===== src/rtl/priority_arbiter.sv =====
// ---------------------------------------------------------------------------
// priority_arbiter
//   Registered N-way arbiter. It chooses one requester per cycle and registers
//   a one-hot grant together with the binary index of the winner. Selection is
//   either fixed priority (highest index wins) or round-robin (rotating
//   pointer). The current owner keeps the grant while it requests. If another
//   requester is waiting, the owner is preempted after MAX_HOLD consecutive
//   cycles.
//
// Parameters
//   NUM_INPUTS   number of requesters (>= 2)
//   ROUND_ROBIN  1 = round-robin selection, 0 = fixed priority
//   MAX_HOLD     max consecutive grant cycles while others wait; 0 = unlimited
//
// Ports
//   clk          in   rising-edge clock
//   rst_n        in   asynchronous active-low reset
//   req          in   [NUM_INPUTS-1:0] request vector
//   grant        out  [NUM_INPUTS-1:0] one-hot grant, zero when idle
//   grant_idx    out  [IDX_W-1:0] index of granted requester, 0 when idle
//   grant_valid  out  1 while a grant is active
// ---------------------------------------------------------------------------
module priority_arbiter #(
   parameter int NUM_INPUTS  = 4,
   parameter int ROUND_ROBIN = 1,
   parameter int MAX_HOLD    = 8,
   localparam int IDX_W      = $clog2(NUM_INPUTS)
) (
   input  logic                  clk,
   input  logic                  rst_n,
   input  logic [NUM_INPUTS-1:0] req,
   output logic [NUM_INPUTS-1:0] grant,
   output logic [IDX_W-1:0]      grant_idx,
   output logic                  grant_valid
);

   localparam int CNT_RAW = $clog2(MAX_HOLD + 1);
   localparam int CNT_W   = (CNT_RAW < 1) ? 1 : CNT_RAW;

   // Preemption threshold.
   localparam logic [CNT_W-1:0] HOLD_LIM = CNT_W'(MAX_HOLD);
   // Value at which the counter stops counting. With unlimited hold the
   // counter only has to avoid wrapping, so it stops at all-ones.
   localparam logic [CNT_W-1:0] HOLD_SAT = (MAX_HOLD == 0) ? {CNT_W{1'b1}} : CNT_W'(MAX_HOLD);

   typedef enum logic {
      IDLE  = 1'b0,
      GRANT = 1'b1
   } state_t;

   state_t                r_state;
   logic [NUM_INPUTS-1:0] r_grant;
   logic [IDX_W-1:0]      r_idx;
   logic                  r_valid;
   logic [CNT_W-1:0]      r_cnt;
   logic [IDX_W-1:0]      r_ptr;

   state_t                w_state_next;
   logic [NUM_INPUTS-1:0] w_grant_next;
   logic [IDX_W-1:0]      w_idx_next;
   logic                  w_valid_next;
   logic [CNT_W-1:0]      w_cnt_next;
   logic [IDX_W-1:0]      w_ptr_next;

   logic                  w_new_grant;
   logic [IDX_W-1:0]      w_new_idx;

   // {found, index}: winner among the bits of v.
   function automatic logic [IDX_W:0] f_select(input logic [NUM_INPUTS-1:0] v,
                                               input logic [IDX_W-1:0]      ptr);
      logic             found;
      logic [IDX_W-1:0] idx;
      int               pos;
      found = 1'b0;
      idx   = '0;
      if (ROUND_ROBIN != 0) begin
         // First set bit when scanning upward from ptr, with wrap-around.
         for (int k = 0; k < NUM_INPUTS; k++) begin
            pos = (int'(ptr) + k) % NUM_INPUTS;
            if (!found && v[pos]) begin
               found = 1'b1;
               idx   = IDX_W'(pos);
            end
         end
      end else begin
         // Ascending scan; the last hit is the highest set index.
         for (int k = 0; k < NUM_INPUTS; k++) begin
            if (v[k]) begin
               found = 1'b1;
               idx   = IDX_W'(k);
            end
         end
      end
      return {found, idx};
   endfunction

   logic [IDX_W:0] w_sel_all;   // winner among all requesters
   logic [IDX_W:0] w_sel_oth;   // winner with the current owner masked out

   assign w_sel_all = f_select(req, r_ptr);
   assign w_sel_oth = f_select(req & ~r_grant, r_ptr);

   always_comb begin
      w_state_next = r_state;
      w_grant_next = r_grant;
      w_idx_next   = r_idx;
      w_valid_next = r_valid;
      w_cnt_next   = r_cnt;
      w_ptr_next   = r_ptr;
      w_new_grant  = 1'b0;
      w_new_idx    = '0;

      case (r_state)
         IDLE: begin
            if (w_sel_all[IDX_W]) begin
               w_new_grant = 1'b1;
               w_new_idx   = w_sel_all[IDX_W-1:0];
            end
         end
         GRANT: begin
            if (!req[r_idx]) begin
               // The owner released the grant. Hand over in the same cycle
               // if anyone else is waiting.
               if (w_sel_all[IDX_W]) begin
                  w_new_grant = 1'b1;
                  w_new_idx   = w_sel_all[IDX_W-1:0];
               end else begin
                  w_state_next = IDLE;
                  w_grant_next = '0;
                  w_idx_next   = '0;
                  w_valid_next = 1'b0;
                  w_cnt_next   = '0;
               end
            end else if ((MAX_HOLD != 0) && (r_cnt == HOLD_LIM) && w_sel_oth[IDX_W]) begin
               w_new_grant = 1'b1;
               w_new_idx   = w_sel_oth[IDX_W-1:0];
            end else if (r_cnt != HOLD_SAT) begin
               w_cnt_next = r_cnt + CNT_W'(1);
            end
         end
         default: begin
            w_state_next = IDLE;
         end
      endcase

      // Every new grant restarts the hold count and moves the pointer past
      // the winner. Hold cycles leave the pointer unchanged.
      if (w_new_grant) begin
         w_state_next            = GRANT;
         w_grant_next            = '0;
         w_grant_next[w_new_idx] = 1'b1;
         w_idx_next              = w_new_idx;
         w_valid_next            = 1'b1;
         w_cnt_next              = CNT_W'(1);
         if (w_new_idx == IDX_W'(NUM_INPUTS - 1)) begin
            w_ptr_next = '0;
         end else begin
            w_ptr_next = w_new_idx + IDX_W'(1);
         end
      end
   end

   always_ff @(posedge clk or negedge rst_n) begin
      if (!rst_n) begin
         r_state <= IDLE;
         r_grant <= '0;
         r_idx   <= '0;
         r_valid <= 1'b0;
         r_cnt   <= '0;
         r_ptr   <= '0;
      end else begin
         r_state <= w_state_next;
         r_grant <= w_grant_next;
         r_idx   <= w_idx_next;
         r_valid <= w_valid_next;
         r_cnt   <= w_cnt_next;
         r_ptr   <= w_ptr_next;
      end
   end

   assign grant       = r_grant;
   assign grant_idx   = r_idx;
   assign grant_valid = r_valid;

endmodule


===== config.mk =====
export PLATFORM = sky130hd
export DESIGN_NAME = priority_arbiter
export DESIGN_NICKNAME = d
export VERILOG_FILES = /design/src/rtl/priority_arbiter.sv
export SDC_FILE = /design/constraint.sdc
export NUM_CORES = 1
export LEC_CHECK = 0
export CORE_MARGIN = 8
export CORE_UTILIZATION = 45
export CTS_CLUSTER_DIAMETER = 40
export DETAILED_ROUTE_END_ITERATION = 8
export GPL_TIMING_DRIVEN = 0
export PLACE_DENSITY = 0.67
export SLEW_MARGIN = 20
export SYNTH_ARGS = -nofsm -noshare
export SYNTH_HDL_FRONTEND = slang
export SYNTH_SLANG_ARGS = --single-unit

===== constraint.sdc =====
create_clock -name clk -period 6.4 [get_ports clk]
set_clock_uncertainty 0.1 [all_clocks]
set_input_delay 1.28 -clock clk [delete_from_list [all_inputs] [get_ports clk]]
set_output_delay 1.28 -clock clk [all_outputs]
set_load 0.01 [all_outputs]

==> flow_summary.yaml, run 1 <==
placed_design:
  io_buffers: 12
  gp_congestion: 0.8420
  place_hpwl_um: 1767
  post-place-ws_ns: 2.456
logic_synthesis:
  synthCells: 104
  synth_seq_area_share_pct: 34.48
  synth-edff-count: 0
  postSynth.asyncResetShare_pct: 100.0
  synth_top_flop_cell: "dfrtp_1"
  ys_ff_latch: 14
  syn_nets: 116
  syn_area_mm2: 0.001016
  synth_warnings: 0
  synth_cell_types: 43
  postSynthAreaPerCell_um2: 9.769
clocking:
  postCtsSetupRepairBufs: 0
  cts_hold_buf: 0
  clockRootBuffer: "clkbuf_4"
  clock_path_buffers: 2
  clk_pin_slew_ns: 0.10
  cts_resized: 0
  numCtsBuffers: 3
  cts_tree: "done"
  worstSkewPairLatency_ns: 0.28
  cts.htree.levels: 1
  clock_sinks: 14
finish:
  diodes: 0
  drive_gt1_share_pct: 13.33
  syn_to_final_growth_pct: 18.84
  num-nets-final: 133
  postLayoutCoreUtil_pct: 55.65
route:
  vias_per_cell: 5.784
  drc_errors: 0
  vias: 856
  ant_nets: 0
  drt_iter0_markers: 27
  wl_per_cell_um: 16.14
  wl_um: 2389
  firstDrtPassIters: 4
global_route:
  overflow: 0
  met2_usage_pct: 18.50
  grt_pass1_wl_um: 4091
  grt_pass1_vias: 869
  grt_max_degree: 15
  antenna_found_initial: 0
  grt_busiest_layer: "met2"
  grtUsageMet1_pct: 16.02
  met3_usage_pct: 3.887
  grtUsageTotal_pct: 12.36
timing:
  tns_ns: 0
  rsz0062_at_grt: "false"
  fin_crit_ns: 3.658
  setup_viol: 0
  worst_slew_pin_slew_ns: 0.6404
  fin_ws_ns: 2.742
  maxSlewViolCount: 0
  clock.fmax_ghz: 0.2734
  min_period_over_period_pct: 57.16
  finalHoldViolations: 0
  maxSlewHeadroom_pct: 57.17
setup_path:
  rrSetupSlack_ns: 3.94
  end_kind: "flip-flop"
  critPathKind: "primary input to flip-flop"
  startpoint_type: "primary input"
  arrival_ns: 3.73
  worstPathRequired_ns: 6.48
  critPathMaxFanout: 8
floorplan:
  core_mm2: 0.002170
  rows: 17
  die_h_um: 63.52
  die_x_um: 63.52
  dieArea_mm2: 0.004034
  io_pins: 13
  start_util_pct: 46.83
min_path:
  hp-class: "flip-flop to flip-flop"
power:
  peakVddDrop_mv: 0.2777
  p_leak_nw: 0.5287
  power_density_mw_per_mm2: 430.4
outcome:
  status: "completed"
run:
  maxCapViolations: 0
[sequential cells by signal (all words and copies together) (netlist names)]
signal	count
grant	4
r_cnt	4
grant_idx	2
r_ptr	2
grant_valid	1
r_state	1
[synthesized netlist by cell type, drive strengths merged (2+ instances only)]
library cell | count | area, µm²
nand2 | 3 | 11.26
a31oi | 2 | 12.51
nand3 | 4 | 20.02
or3b | 2 | 20.02
nand2b | 4 | 25.02
buf | 2 | 18.77
o22ai | 2 | 26.28
a21o | 4 | 31.28
a22o | 5 | 43.79
nor2b | 5 | 31.28
o32ai | 2 | 32.53
a21oi | 3 | 15.01
ha | 6 | 75.07
mux2i | 2 | 20.02
nor3b | 2 | 15.01
o21ai | 7 | 38.78
mux2 | 2 | 26.27
dfrtp | 14 | 350.3
o211ai | 2 | 15.01
or2b | 4 | 30.03
nor2 | 5 | 18.77
inv | 8 | 30.03
[power by group]
part / internal (mW) / leakage, nW / switching (mW) / total [mW]
Sequential: 0.122 / 0.172 / 0.0317 / 0.154
Clock: 0.0346 / 0.0210 / 0.0323 / 0.0669
Combinational: 0.151 / 0.336 / 0.148 / 0.299
[final timing paths]
check,startpoint,endpoint,cells after the start
max reg2reg,grant_idx[1]$_DFFE_PN0P_,r_ptr[1]$_DFFE_PN0P_,6
max,req[1],r_ptr[1]$_DFFE_PN0P_,7
min,r_state$_DFF_PN0_,grant_valid$_DFFE_PN0P_,1
max in group asynchronous,rst_n,grant[3]$_DFFE_PN0P_,1
min reg2reg,r_state$_DFF_PN0_,grant_valid$_DFFE_PN0P_,1
min in group asynchronous,rst_n,grant[0]$_DFFE_PN0P_,1
[per-layer routing]
metal  share of wire (%)  wire [µm]
met5                   0          0
met2                  44       1056
met1                  49       1166
met3                 5.9        141
met4                 1.0         24
[through the flow]
stage	cells	cell area, µm²	total power [mW]	hold WS [ns]
finish	148	1207	0.5197	0.4210
global route	148	1207	0.5587	0.4565
CTS	148	1207	0.5208	0.4245
detailed placement	144	1171	0.4529	0.4125
global placement	144	1171	0.4421	0.4070
floorplan	104	1016	0.3605	0.3672
[kinds of logic after synthesis]
family	share of synthesized area [%]
simple gates	20.94
fa+ha+maj	7.389
mux	4.556
flops	34.48
compound gates	26.60
xor+xnor	0.8622
buf+inv	5.172
[critical path: stages]
cell and delay, ns:
clkdlybuf4s50_1 0.64, mux2i_1 0.20, o22ai_4 0.33, or3b_4 0.45, o32ai_2 0.24, ha_1 0.33, mux2_4 0.26
[cells in the final DEF (no fill, tap or decap), drive strengths merged, types with 2 or more instances in the layout]
cell type      instances
a21o                   4
a21oi                  3
a22o                   5
a31oi                  2
buf                    2
clkbuf                 5
clkdlybuf4s50         12
dfrtp                 14
ha                     6
inv                    8
mux2                   2
mux2i                  2
nand2                  3
nand2b                 4
nand3                  4
nor2                   5
nor2b                  5
nor3b                  2
o211ai                 2
o21ai                  7
o22ai                  2
o32ai                  2
or2b                   4
or3b                   2
[cell type report]
| cell class | instances | area (µm²) |
|---|---|---|
| buffer | 3 | 22.52 |
| clock buffer | 4 | 36.28 |
| fill | 225 | 962.2 |
| inverter | 8 | 30.03 |
| multi-input combinational | 79 | 613.1 |
| sequential | 14 | 350.3 |
| tap | 28 | 35.03 |
| timing repair buffer | 12 | 120.1 |
(Power assumes the default switching activity.)
==> run 2: changes to the inputs <==
--- a/config.mk
+++ b/config.mk
@@ -10,7 +10,7 @@
 export CTS_CLUSTER_DIAMETER = 40
 export DETAILED_ROUTE_END_ITERATION = 8
 export GPL_TIMING_DRIVEN = 0
-export PLACE_DENSITY = 0.67
+export PLACE_DENSITY = 0.7
 export SLEW_MARGIN = 20
 export SYNTH_ARGS = -nofsm -noshare
 export SYNTH_HDL_FRONTEND = slang
==> constraint.sdc (replaced) <==
create_clock -name clk -period 3.3 [get_ports clk]
set_clock_uncertainty 0.1 [all_clocks]
set_input_delay 0.66 -clock clk [delete_from_list [all_inputs] [get_ports clk]]
set_output_delay 0.66 -clock clk [all_outputs]
set_load 0.01 [all_outputs]
==> flow_summary.yaml, run 2 (synthesis results as in run 1) <==
outcome:
  status: "completed"
min_path:
  hp-class: "flip-flop to flip-flop"
  min_from: "r_state$_DFF_PN0_"
  hold_depth: 1
  min_to: "grant_valid$_DFFE_PN0P_"
setup_path:
  arrival_ns: 3.06
  end_kind: "flip-flop"
  worstPathRequired_ns: 3.38
  critPathKind: "primary input to flip-flop"
  r2r_end: "r_ptr[1]$_DFFE_PN0P_"
  rrSetupSlack_ns: 0.88
  critPathMaxFanout: 8
  r2r-start: "grant_idx[1]$_DFFE_PN0P_"
  reg2reg_depth: 6
  startpoint_type: "primary input"
floorplan:
  start_util_pct: 46.83
  core_mm2: 0.002170
  die_h_um: 63.52
  rows: 17
  die_x_um: 63.52
  io_pins: 13
  dieArea_mm2: 0.004034
global_route:
  grt_max_degree: 15
  grt_pass1_wl_um: 3843
  overflow: 0
  grt_pass1_vias: 809
  grtUsageTotal_pct: 11.79
  antenna_found_initial: 0
timing:
  fin_crit_ns: 2.978
  fin_ws_ns: 0.3225
  tns_ns: 0
  min_period_over_period_pct: 90.23
  worst_slew_pin_slew_ns: 0.6348
  rsz0062_at_grt: "false"
  setup_viol: 0
  clock.fmax_ghz: 0.3359
  holdWs_ns: 0.4153
  maxSlewHeadroom_pct: 57.55
  finalHoldViolations: 0
  maxSlewViolCount: 0
clocking:
  cts_tree: "done"
  postCtsSetupRepairBufs: 0
  clk_pin_slew_ns: 0.09
  worstSkewPairLatency_ns: 0.29
  numCtsBuffers: 3
  clockRootBuffer: "clkbuf_4"
  cts_resized: 0
  cts.htree.levels: 1
  clock_sinks: 14
  clock_path_buffers: 2
  cts_hold_buf: 0
finish:
  fin_area_mm2: 0.001207
  final_common_cell: "dfrtp_1"
  drive_gt1_share_pct: 13.33
  final_cell_mix: "14 x dfrtp_1, 12 x clkdlybuf4s50_1, 8 x inv_1"
  instances_no_fill: 148
  syn_to_final_growth_pct: 18.84
  num-nets-final: 133
  diodes: 0
route:
  wl_um: 2201
  vias: 856
  drt_iter0_markers: 43
  wl_per_cell_um: 14.87
  firstDrtPassIters: 4
  vias_per_cell: 5.784
  drc_errors: 0
  ant_nets: 0
placed_design:
  gp_congestion: 0.8568
  place_hpwl_um: 1631
  post-place-ws_ns: 0.006544
  placed_cells_incl_taps: 144
  io_buffers: 12
  place_area_mm2: 0.001171
power:
  peakVddDrop_mv: 0.4689
  p_leak_nw: 0.5287
  power_density_mw_per_mm2: 820.8
run:
  maxCapViolations: 0
## run 2: cell counts in the layout (fill, tap and decap cells not counted)
No cell type changed its count.
## run 2: power by group
group	switching, mW	internal, mW	total, mW
Combinational	0.277	0.292	0.569
Sequential	0.0593	0.237	0.296
Clock	0.0592	0.0672	0.126
## run 2: cell type report
| cell class | count | area [µm²] |
|---|---|---|
| clock buffer | 4 | 36.28 |
| timing repair buffer | 12 | 120.1 |
| tap | 28 | 35.03 |
| multi-input combinational | 79 | 613.1 |
| inverter | 8 | 30.03 |
| buffer | 3 | 22.52 |
| fill | 205 | 962.2 |
| sequential | 14 | 350.3 |
## run 2: layer usage
metal / up-vias / part of all wire, % / GRT usage, %
met4: 0 / 2.7 / 7.521
met2: 21 / 44 / 17.49
met3: 5 / 5.4 / 2.650
met1: 415 / 48 / 14.90
met5: - / 0 / 0
li1: 415 / - / -
## run 2: per-stage QoR
step           util [%]  total power [mW]
2_1_floorplan         -            0.6992
3_3_place_gp      53.98            0.8554
3_5_place_dp      53.98            0.8683
4_1_cts           55.65            0.9982
5_1_grt           55.65             1.067
6_report          55.65            0.9910
## run 2: worst max-delay path: stages
cell	delay (ns)
clkdlybuf4s50_1	0.62
mux2i_1	0.19
o22ai_4	0.32
or3b_4	0.45
o32ai_2	0.24
ha_1	0.31
mux2_4	0.26
## run 2: worst max-delay path by stage
stage,startpoint,endpoint,slack (ns),cells after the start
detailed placement,req[3],r_ptr[1]$_DFFE_PN0P_,0.007,7
finish,req[3],r_ptr[1]$_DFFE_PN0P_,0.32,7
floorplan,req[2],r_ptr[1]$_DFFE_PN0P_,0.90,6
CTS,req[3],r_ptr[1]$_DFFE_PN0P_,0.32,7
global placement,req[3],r_ptr[1]$_DFFE_PN0P_,0.03,7
global route,req[3],r_ptr[1]$_DFFE_PN0P_,0.19,7
==> run 3: changes to the inputs <==
--- a/config.mk
+++ b/config.mk
@@ -10,7 +10,7 @@
 export CTS_CLUSTER_DIAMETER = 40
 export DETAILED_ROUTE_END_ITERATION = 8
 export GPL_TIMING_DRIVEN = 0
-export PLACE_DENSITY = 0.7
+export PLACE_DENSITY = 0.67
 export SLEW_MARGIN = 20
 export SYNTH_ARGS = -nofsm -noshare
 export SYNTH_HDL_FRONTEND = slang
==> constraint.sdc (replaced) <==
create_clock -name clk -period 3.6 [get_ports clk]
set_clock_uncertainty 0.1 [all_clocks]
set_input_delay 0.72 -clock clk [delete_from_list [all_inputs] [get_ports clk]]
set_output_delay 0.72 -clock clk [all_outputs]
set_load 0.01 [all_outputs]
==> results of run 3 <==
The final DEF is identical to that of run 1. Status: completed.
Among the figures that moved: setup slack after placement 2.456 ns -> 0.2157 ns; setup slack after layout 2.742 ns -> 0.5018 ns; register-to-register setup slack 3.94 ns -> 1.14 ns; total power 0.5197 mW -> 0.9239 mW; worst IR drop on VDD 0.2777 mV -> 0.4937 mV
